==> src/rtl/axis_packet_checksum_pkg.sv <==
// ============================================================================
// axis_packet_checksum_pkg : FSM encoding and byte-mask helper for stream stages
// Revision : 1.0
// ============================================================================
`default_nettype none

package axis_packet_checksum_pkg;

  typedef enum logic [1:0] {
    ST_ACCUM    = 2'd0,
    ST_SEND_SUM = 2'd1,
    ST_SEND_CNT = 2'd2
  } state_e;

  // Apply a single strobe bit to one byte lane.
  function automatic logic [7:0] byte_mask(input logic [7:0] data, input logic strb);
    return strb ? data : 8'h00;
  endfunction

endpackage

`default_nettype wire

==> src/rtl/axis_packet_checksum.sv <==
// ============================================================================
// axis_packet_checksum : per-packet wrapping checksum + beat count, as 2-beat summary
// Revision : 1.0
// ============================================================================
`default_nettype none

module axis_packet_checksum
  import axis_packet_checksum_pkg::*;
#(
  parameter int DATA_WIDTH = 32,
  parameter int CNT_WIDTH  = 12
) (
  input  logic                    axis_aclk,
  input  logic                    axis_aresetn,
  input  logic [DATA_WIDTH-1:0]   s03_axis_tdata,
  input  logic [DATA_WIDTH/8-1:0] s03_axis_tstrb,
  input  logic                    s03_axis_tvalid,
  input  logic                    s03_axis_tlast,
  output logic                    s03_axis_tready,
  output logic [DATA_WIDTH-1:0]   m03_axis_tdata,
  output logic [DATA_WIDTH/8-1:0] m03_axis_tstrb,
  output logic                    m03_axis_tvalid,
  output logic                    m03_axis_tlast,
  input  logic                    m03_axis_tready
);

  localparam int C_STRB_W = DATA_WIDTH / 8;

  if (CNT_WIDTH > DATA_WIDTH) begin : g_bad_cnt_width
    $error("axis_packet_checksum: CNT_WIDTH must not exceed DATA_WIDTH");
  end
  if ((DATA_WIDTH % 8) != 0) begin : g_bad_data_width
    $error("axis_packet_checksum: DATA_WIDTH must be a multiple of 8");
  end

  state_e                  state_q, state_d;
  logic [DATA_WIDTH-1:0]   sum_q, sum_d;
  logic [CNT_WIDTH-1:0]    cnt_q, cnt_d;
  logic [CNT_WIDTH-1:0]    final_cnt_q, final_cnt_d;
  logic                    s_ready_q, s_ready_d;
  logic                    m_valid_q, m_valid_d;
  logic                    m_last_q, m_last_d;
  logic [DATA_WIDTH-1:0]   m_data_q, m_data_d;
  logic [C_STRB_W-1:0]     m_strb_q, m_strb_d;

  logic [DATA_WIDTH-1:0]   masked_word;
  logic [DATA_WIDTH-1:0]   sum_next;
  logic [CNT_WIDTH-1:0]    cnt_next;
  logic [DATA_WIDTH-1:0]   cnt_ext;
  logic                    accept;

  always_comb begin
    masked_word = '0;
    for (int i = 0; i < C_STRB_W; i++) begin
      masked_word[8*i +: 8] = byte_mask(s03_axis_tdata[8*i +: 8], s03_axis_tstrb[i]);
    end
  end

  assign accept   = s03_axis_tvalid & s_ready_q;
  assign sum_next = sum_q + masked_word;
  assign cnt_next = (&cnt_q) ? cnt_q : cnt_q + CNT_WIDTH'(1);

  always_comb begin
    cnt_ext = '0;
    cnt_ext[CNT_WIDTH-1:0] = final_cnt_q;
  end

  always_comb begin
    state_d     = state_q;
    sum_d       = sum_q;
    cnt_d       = cnt_q;
    final_cnt_d = final_cnt_q;
    s_ready_d   = s_ready_q;
    m_valid_d   = m_valid_q;
    m_last_d    = m_last_q;
    m_data_d    = m_data_q;
    m_strb_d    = m_strb_q;

    case (state_q)
      ST_ACCUM: begin
        s_ready_d = 1'b1;
        if (accept) begin
          if (s03_axis_tlast) begin
            // Final totals include the tlast beat; accumulators restart for the next packet.
            sum_d       = '0;
            cnt_d       = '0;
            final_cnt_d = cnt_next;
            m_data_d    = sum_next;
            m_valid_d   = 1'b1;
            m_last_d    = 1'b0;
            m_strb_d    = '1;
            s_ready_d   = 1'b0;
            state_d     = ST_SEND_SUM;
          end else begin
            sum_d = sum_next;
            cnt_d = cnt_next;
          end
        end
      end
      ST_SEND_SUM: begin
        s_ready_d = 1'b0;
        if (m03_axis_tready) begin
          m_data_d = cnt_ext;
          m_last_d = 1'b1;
          state_d  = ST_SEND_CNT;
        end
      end
      ST_SEND_CNT: begin
        s_ready_d = 1'b0;
        if (m03_axis_tready) begin
          m_valid_d = 1'b0;
          m_last_d  = 1'b0;
          m_data_d  = '0;
          m_strb_d  = '0;
          s_ready_d = 1'b1;
          state_d   = ST_ACCUM;
        end
      end
      default: begin
        state_d   = ST_ACCUM;
        sum_d     = '0;
        cnt_d     = '0;
        s_ready_d = 1'b0;
        m_valid_d = 1'b0;
        m_last_d  = 1'b0;
        m_data_d  = '0;
        m_strb_d  = '0;
      end
    endcase
  end

  always_ff @(posedge axis_aclk) begin
    if (!axis_aresetn) begin
      state_q     <= ST_ACCUM;
      sum_q       <= '0;
      cnt_q       <= '0;
      final_cnt_q <= '0;
      s_ready_q   <= 1'b0;
      m_valid_q   <= 1'b0;
      m_last_q    <= 1'b0;
      m_data_q    <= '0;
      m_strb_q    <= '0;
    end else begin
      state_q     <= state_d;
      sum_q       <= sum_d;
      cnt_q       <= cnt_d;
      final_cnt_q <= final_cnt_d;
      s_ready_q   <= s_ready_d;
      m_valid_q   <= m_valid_d;
      m_last_q    <= m_last_d;
      m_data_q    <= m_data_d;
      m_strb_q    <= m_strb_d;
    end
  end

  assign s03_axis_tready = s_ready_q;
  assign m03_axis_tvalid = m_valid_q;
  assign m03_axis_tlast  = m_last_q;
  assign m03_axis_tdata  = m_data_q;
  assign m03_axis_tstrb  = m_strb_q;

endmodule

`default_nettype wire

==> config.mk <==
export PLATFORM = sky130hd
export DESIGN_NAME = axis_packet_checksum
export DESIGN_NICKNAME = d
export VERILOG_FILES = /design/src/rtl/axis_packet_checksum_pkg.sv /design/src/rtl/axis_packet_checksum.sv
export SDC_FILE = /design/constraint.sdc
export NUM_CORES = 1
export LEC_CHECK = 0
export CAP_MARGIN = 20
export CORE_ASPECT_RATIO = 2
export CORE_MARGIN = 10
export CORE_UTILIZATION = 40
export CTS_BUF_LIST = sky130_fd_sc_hd__clkbuf_4
export CTS_CLUSTER_SIZE = 14
export DETAILED_ROUTE_END_ITERATION = 8
export GPL_ROUTABILITY_DRIVEN = 1
export PLACE_DENSITY = 0.61
export SLEW_MARGIN = 20
export SYNTH_ARGS = -nofsm -noshare
export SYNTH_HDL_FRONTEND = slang
export SYNTH_SLANG_ARGS = --single-unit
==> constraint.sdc <==
create_clock -name axis_aclk -period 2.95 [get_ports axis_aclk]
set_input_delay 0.4425 -clock axis_aclk [delete_from_list [all_inputs] [get_ports axis_aclk]]
set_output_delay 0.4425 -clock axis_aclk [all_outputs]
set_load 0.03 [all_outputs]
==> results of run 1 <==
## timing repair
action                     4_1_cts  5_1_grt
hold buffers                     0        0
gates resized for setup          0        5
setup endpoints to repair        0       17
setup buffers                    0        0
## layer usage
metal | wire length, um | vias up | GRT usage
met2 | 10400 | 142 | 0.373
li1 | - | 2730 | -
met4 | 910 | 0 | 0.0996
met5 | 0 | - | 0
met1 | 6500 | 2672 | 0.173
met3 | 487 | 55 | 0.0275
## final cells by class
| type | count | area [um^2] | share of cell area |
|---|---|---|---|
| Antenna cell | 1 | 2.50 | 0.000340 |
| Clock buffer | 9 | 67.6 | 0.00919 |
| Clock inverter | 7 | 52.6 | 0.00715 |
| Inverter | 9 | 33.8 | 0.00459 |
| Multi-Input combinational cell | 529 | 3580 | 0.486 |
| Sequential cell | 92 | 1840 | 0.250 |
| Tap cell | 189 | 236 | 0.0322 |
| Timing Repair Buffer | 179 | 1540 | 0.210 |
## state kept, by name, summed over array words and instances, names as in the netlist
signal and cells:
m03_axis_tdata 32, state_q 1, s03_axis_tready 1, final_cnt_q 12, m03_axis_tstrb 1, sum_q 32
m03_axis_tlast 1, cnt_q 12
## worst paths after layout
| check | from | to | slack [ps] | cells past startpoint |
|---|---|---|---|---|
| hold / removal | final_cnt_q[6] | m03_axis_tdata[6] | 490 | 2 |
| hold reg to reg | final_cnt_q[6] | m03_axis_tdata[6] | 490 | 2 |
| setup / recovery | s03_axis_tstrb[1] | sum_q[26] | 100 | 11 |
| setup reg to reg | sum_q[0] | m03_axis_tdata[20] | 400 | 11 |
## layout by cell type, fill, tap and decap left out, types with 4 or more instances in the layout
master | synthesis | layout
o21ai_0 | 36 | 35
a21oi_1 | 47 | 47
buf_4 | 6 | 100
dfxtp_1 | 92 | 92
nor3_1 | 6 | 6
a21o_1 | 12 | 12
o211a_1 | 8 | 8
ha_1 | 35 | 35
and3_1 | 5 | 5
a22oi_1 | 24 | 24
nor2b_1 | 28 | 28
nand2_1 | 72 | 72
o211ai_1 | 4 | 4
a32o_1 | 4 | 4
xor2_1 | 13 | 13
inv_1 | 9 | 9
o31ai_1 | 4 | 4
clkbuf_4 | 0 | 9
xnor2_1 | 22 | 22
nand3_1 | 18 | 18
or3_1 | 4 | 4
clkdlybuf4s50_1 | 0 | 78
a21boi_0 | 9 | 9
and2_1 | 42 | 42
nor2_1 | 34 | 34
mux2i_1 | 4 | 4
a22o_1 | 31 | 31
a211oi_1 | 7 | 6
a31oi_1 | 7 | 7
nand4_1 | 9 | 9
## power groups by stage
stage                     logic (mW)  registers, mW  clock network, mW
final                           1.63           1.48              0.651
after detailed placement        1.63           1.51                  0
after global routing            1.77           1.50              0.714
after global placement          1.62           1.51                  0
after floorplan                0.782           1.67                  0
after CTS                       1.64           1.48              0.670
## kinds of logic (layout without fill, tap and decap cells)
group | count (synthesis) | after routing | share of synthesized area
simple gates | 238 | 238 | 0.220
compound gates | 216 | 216 | 0.270
flops | 92 | 92 | 0.328
buf+inv | 47 | 204 | 0.0394
fa+ha+maj | 36 | 36 | 0.0815
xor+xnor | 35 | 35 | 0.0545
mux | 4 | 4 | 0.00712
other cells | 0 | 1 | 0
## metrics by stage
stage | total power, mW | utilization | instance area (um^2) | instances | worst slack (ps)
after floorplan | 2.45 | - | 5620 | 668 | 317
after global placement | 3.12 | 0.522 | 7210 | 998 | -384
after detailed placement | 3.14 | 0.522 | 7210 | 998 | -413
after CTS | 3.80 | 0.531 | 7330 | 1014 | 98.8
after global routing | 3.99 | 0.532 | 7350 | 1015 | -14.8
final | 3.77 | 0.532 | 7350 | 1015 | 102
## worst min-delay path, delay by kind of cell (launching register included)
family / cells / cell delay [ps]
and+or+nand+nor: 1 / 50
DFF: 1 / 340
AOI/OAI and AO/OA: 1 / 70
==> key figures, run 1 <==
Outcome
  – Outcome: complete, no violations

Yosys
  – Mean post-synth cell area: 8.42 um^2
  – Most instantiated cells after synthesis: 92 x dfxtp_1, 72 x nand2_1, 47 x a21oi_1
  – Mapped Cells: 668
  – Syn_nets: 745
  – Syn. warnings: 0
  – Synth area leader: dfxtp_1
  – Seq cells post-synth: 92
  – Post-synth ARST share: 0
  – Top_reg_cell synth: dfxtp_1
  – Synth top area share: 0.328
  – Count of different cell masters after synthesis: 60
  – Top cells by area, synth: dfxtp_1 33%, ha_1 7.8%, a22o_1 4.8%
  – Post-synth EDFFs: 0
  – Count leader, synth: dfxtp_1
  – Sequential area share after synthesis: 0.328
  – Synthesized cell area: 0.00562 mm^2

Floorplan
  – Die area: 0.0195 mm^2
  – Number of top-level pins: 80
  – Die Ht: 188 um
  – Initial Utilization: 0.407
  – Core area: 0.0138 mm^2
  – DIE WIDTH: 104 um
  – # rows: 61

Timing
  – Fmax: 351 MHz
  – Pins Over Slew Limit: 0
  – RSZ-0062 raised after global routing: true
  – Final setup viols: 0
  – Slew Limit Headroom: 0.362
  – Min Tclk post-route: 2850 ps
  – Slew @ Worst Pin: 957 ps
  – Setup TNS: 0 ps
  – Endpoints failing hold: 0
  – Tcrit/Tclk final: 0.965
  – Hold Slack: 485 ps
  – Clock Skews: 29.4 ps

Worst setup path
  – Buffer and inverter count on the worst path: 2
  – Worst Setup End Kind: flip-flop
  – Worst Setup Path Type: primary input to flip-flop
  – Arr. time, crit path: 3250 ps
  – Critical path's largest stage delay: 520 ps
  – Crit start category: primary input
  – Slowest-stage cell, CP: clkdlybuf4s50_1
  – Worst Path Required: 3350 ps
  – Most frequent CP cell: a211oi_1
  – Family with the most delay on the worst path: compound AO/OA/AOI/OAI gates
  – Crit path cell chain: clkdlybuf4s50_1, buf_4, and2_1, ha_1, a21oi_1, o21ai_0, a211oi_1, a31oi_4, a211oi_1, xnor2_1, a22o_1
  – Crit path max fanout: 6

CTS
  – Clock slew at reported path FFs: 170 ps
  – Clk sinks: 92
  – CTS tree: built
  – Clock buffer depth: 2
  – Root Driver: clkbuf_4
  – Num CTS Buffers: 9
  – Worst-skew pair later-pin latency: 480 ps
  – # H-tree levels: 3

Global route
  – Number of global-route vias before repair: 5914
  – First-pass GRT wire length: 29800 um
  – GRT Util Overall: 0.187
  – Total gr overflow: 0
  – Largest net degree at the start of global routing: 36
  – Antenna violations before repair: 1

Power and ir drop
  – P_sw: 1.56 mW
  – Clock network fraction of total power: 0.173
  – Flop pwr share: 0.394
  – Comb pwr share: 0.434
  – PD cells: 512 mW/mm^2
  – Max VDD drop: 0.000293 V
  – P_int: 2.21 mW
  – Leakage power: 3.08 nW
  – Switching Fraction: 0.414

Drt
  – Antenna-violating nets left: 0
  – DRC viols: 0
  – Per-cell routed wire length: 18.0 um
  – Total wire length: 18300 um
  – DRT Pass-1 Iters: 5
  – Number of DRC markers in iteration 0: 165
  – Vias per Instance: 5.52
  – DR vias: 5599

Placement
  – Placer Congestion: 0.907
  – Dpl hpwl: 14700 um
  – Port Buf Inserts: 79

Layout
  – Layout cells sized above 1: 0.158
  – Fin nets: 897
  – Area Overhead vs Synth: 30.8%
  – Fillers: 1335

Job
  – Max-cap viol count: 0

Worst hold path
  – Hold Crit Class: flip-flop to flip-flop
Power figures use the tool's default switching activity.
==> run 2: changes to the inputs <==
Settings changed: SETUP_SLACK_MARGIN from default to 0.5.
==> run 2 against run 1 <==
Against the previous run:
- via count grew 0.95%
- clock power increased by 17%
- sequential power is essentially flat
- largest cell class unchanged
- sequential share of layout area shrank 1.9 points
- critical path type unchanged
- flip-flop and latch count unchanged
==> key figures, run 2 (synthesized netlist as in run 1, its figures left out) <==
Global route
  – Largest net degree at the start of global routing: 36
  – GRT Util Overall: 0.191
  – First-pass GRT wire length: 30400 um
  – Total gr overflow: 0
  – Number of global-route vias before repair: 5929
  – Antenna violations before repair: 1

Timing
  – RSZ-0062 raised after global routing: true
  – Setup TNS: 0 ps
  – Tcrit/Tclk final: 0.842
  – Slew Limit Headroom: 0.358
  – Min Tclk post-route: 2480 ps
  – Pins Over Slew Limit: 0
  – Fmax: 403 MHz
  – Final setup viols: 0
  – Clock Skews: 16.5 ps
  – Slew @ Worst Pin: 963 ps
  – Endpoints failing hold: 0

Worst setup path
  – Worst Setup Path Type: primary input to flip-flop
  – Cells on worst reg2reg path: 10
  – Crit start category: primary input
  – Worst r2r src: sum_q[0]
  – Worst Setup End Kind: flip-flop
  – Worst Path Required: 3350 ps
  – Arr. time, crit path: 2880 ps
  – Crit path launch: s03_axis_tdata[13]
  – Crit path max fanout: 4

CTS
  – Clock slew at reported path FFs: 160 ps
  – Root Driver: clkbuf_4
  – Worst-skew pair later-pin latency: 480 ps
  – Clock buffer depth: 2
  – # H-tree levels: 3
  – Num CTS Buffers: 9
  – Post-CTS Hold Buffers: 0
  – CTS tree: built
  – Clk sinks: 92

Drt
  – DR vias: 5652
  – Per-cell routed wire length: 18.8 um
  – Number of DRC markers in iteration 0: 238
  – DRC viols: 0
  – Vias per Instance: 5.52
  – Total wire length: 19300 um
  – DRT Pass-1 Iters: 5
  – Antenna-violating nets left: 0

Layout
  – Fillers: 1248
  – Most common cell after layout, fill and taps aside: buf_4
  – Fin nets: 905
  – Layout cells sized above 1: 0.270
  – Most frequent cells in the layout: 108 x buf_4, 87 x dfxtp_1, 69 x clkdlybuf4s50_1
  – Fin util: 0.578
  – Non-Filler Instances: 1023
  – Area Overhead vs Synth: 41.9%
  – Finished Cell Area: 0.00798 mm^2

Floorplan
  – DIE WIDTH: 104 um
  – # rows: 61
  – Die area: 0.0195 mm^2
  – Core area: 0.0138 mm^2
  – Die Ht: 188 um
  – Initial Utilization: 0.407
  – Number of top-level pins: 80

Power and ir drop
  – Max VDD drop: 0.000310 V
  – PD cells: 497 mW/mm^2
  – Leakage power: 3.25 nW

Placement
  – Dpl hpwl: 14700 um
  – Port Buf Inserts: 79
  – Placer Congestion: 0.933
  – Placed Cells: 997
  – Cell area after placement: 0.00727 mm^2

Worst hold path
  – Cells on Worst Hold Path: 2
  – Hold Crit Class: flip-flop to flip-flop
  – Hold Path Origin: m03_axis_tdata[22]

Outcome
  – Outcome: complete, no violations

Job
  – Max-cap viol count: 0
[run 2: report_power, final]
group / leakage (nW) / switching (mW) / internal (mW)
sequential: 0.747 / 0.103 / 1.39
clock: 0.0759 / 0.497 / 0.265
combinational: 2.43 / 1.02 / 0.692
[run 2: stage by stage]
stage	power, mW	setup WS (ps)	hold slack, ps
after global routing	4.18	433	490
after detailed placement	3.15	-312	449
after floorplan	2.46	438	432
after global placement	3.12	-264	442
after CTS	3.92	481	478
final	3.97	467	460
[run 2: area by class of cell]
cell class                 instances  area [um^2]  share of cell area
multi-input combinational        529         4120               0.517
sequential                        92         1850               0.232
timing repair buffer             187         1590               0.200
tap                              189          236              0.0296
clock inverter                     7         75.1             0.00941
clock buffer                       9         67.6             0.00847
inverter                           9         33.8             0.00423
antenna                            1         2.50            0.000314
[run 2: critical path: stages]
cell and delay (ps):
clkdlybuf4s50_1 400, and2_1 160, ha_1 350, nand2_1 110, or4_4 580, a31oi_4 270, a41oi_2 180, xnor2_2 180
a22o_1 210
[run 2: layer usage]
| layer | wire length (um) | track usage | vias up |
|---|---|---|---|
| li1 | - | - | 2756 |
| met1 | 6680 | 0.176 | 2690 |
| met2 | 11000 | 0.384 | 152 |
| met3 | 753 | 0.0288 | 54 |
| met4 | 871 | 0.102 | 0 |
| met5 | 0 | 0 | - |
[run 2: final timing paths]
path,slack (ps),endpoint
setup / recovery,470,m03_axis_tdata[30]
hold / removal,460,m03_axis_tdata[22]
setup reg to reg,480,m03_axis_tdata[30]
hold reg to reg,460,m03_axis_tdata[22]
[run 2: what timing repair did]
item                       4_1_cts  5_1_grt
pin swaps                       20       26
setup buffers                    5        4
resized for setup               46       66
setup endpoints to repair       47       45
hold endpoints to repair         0        0
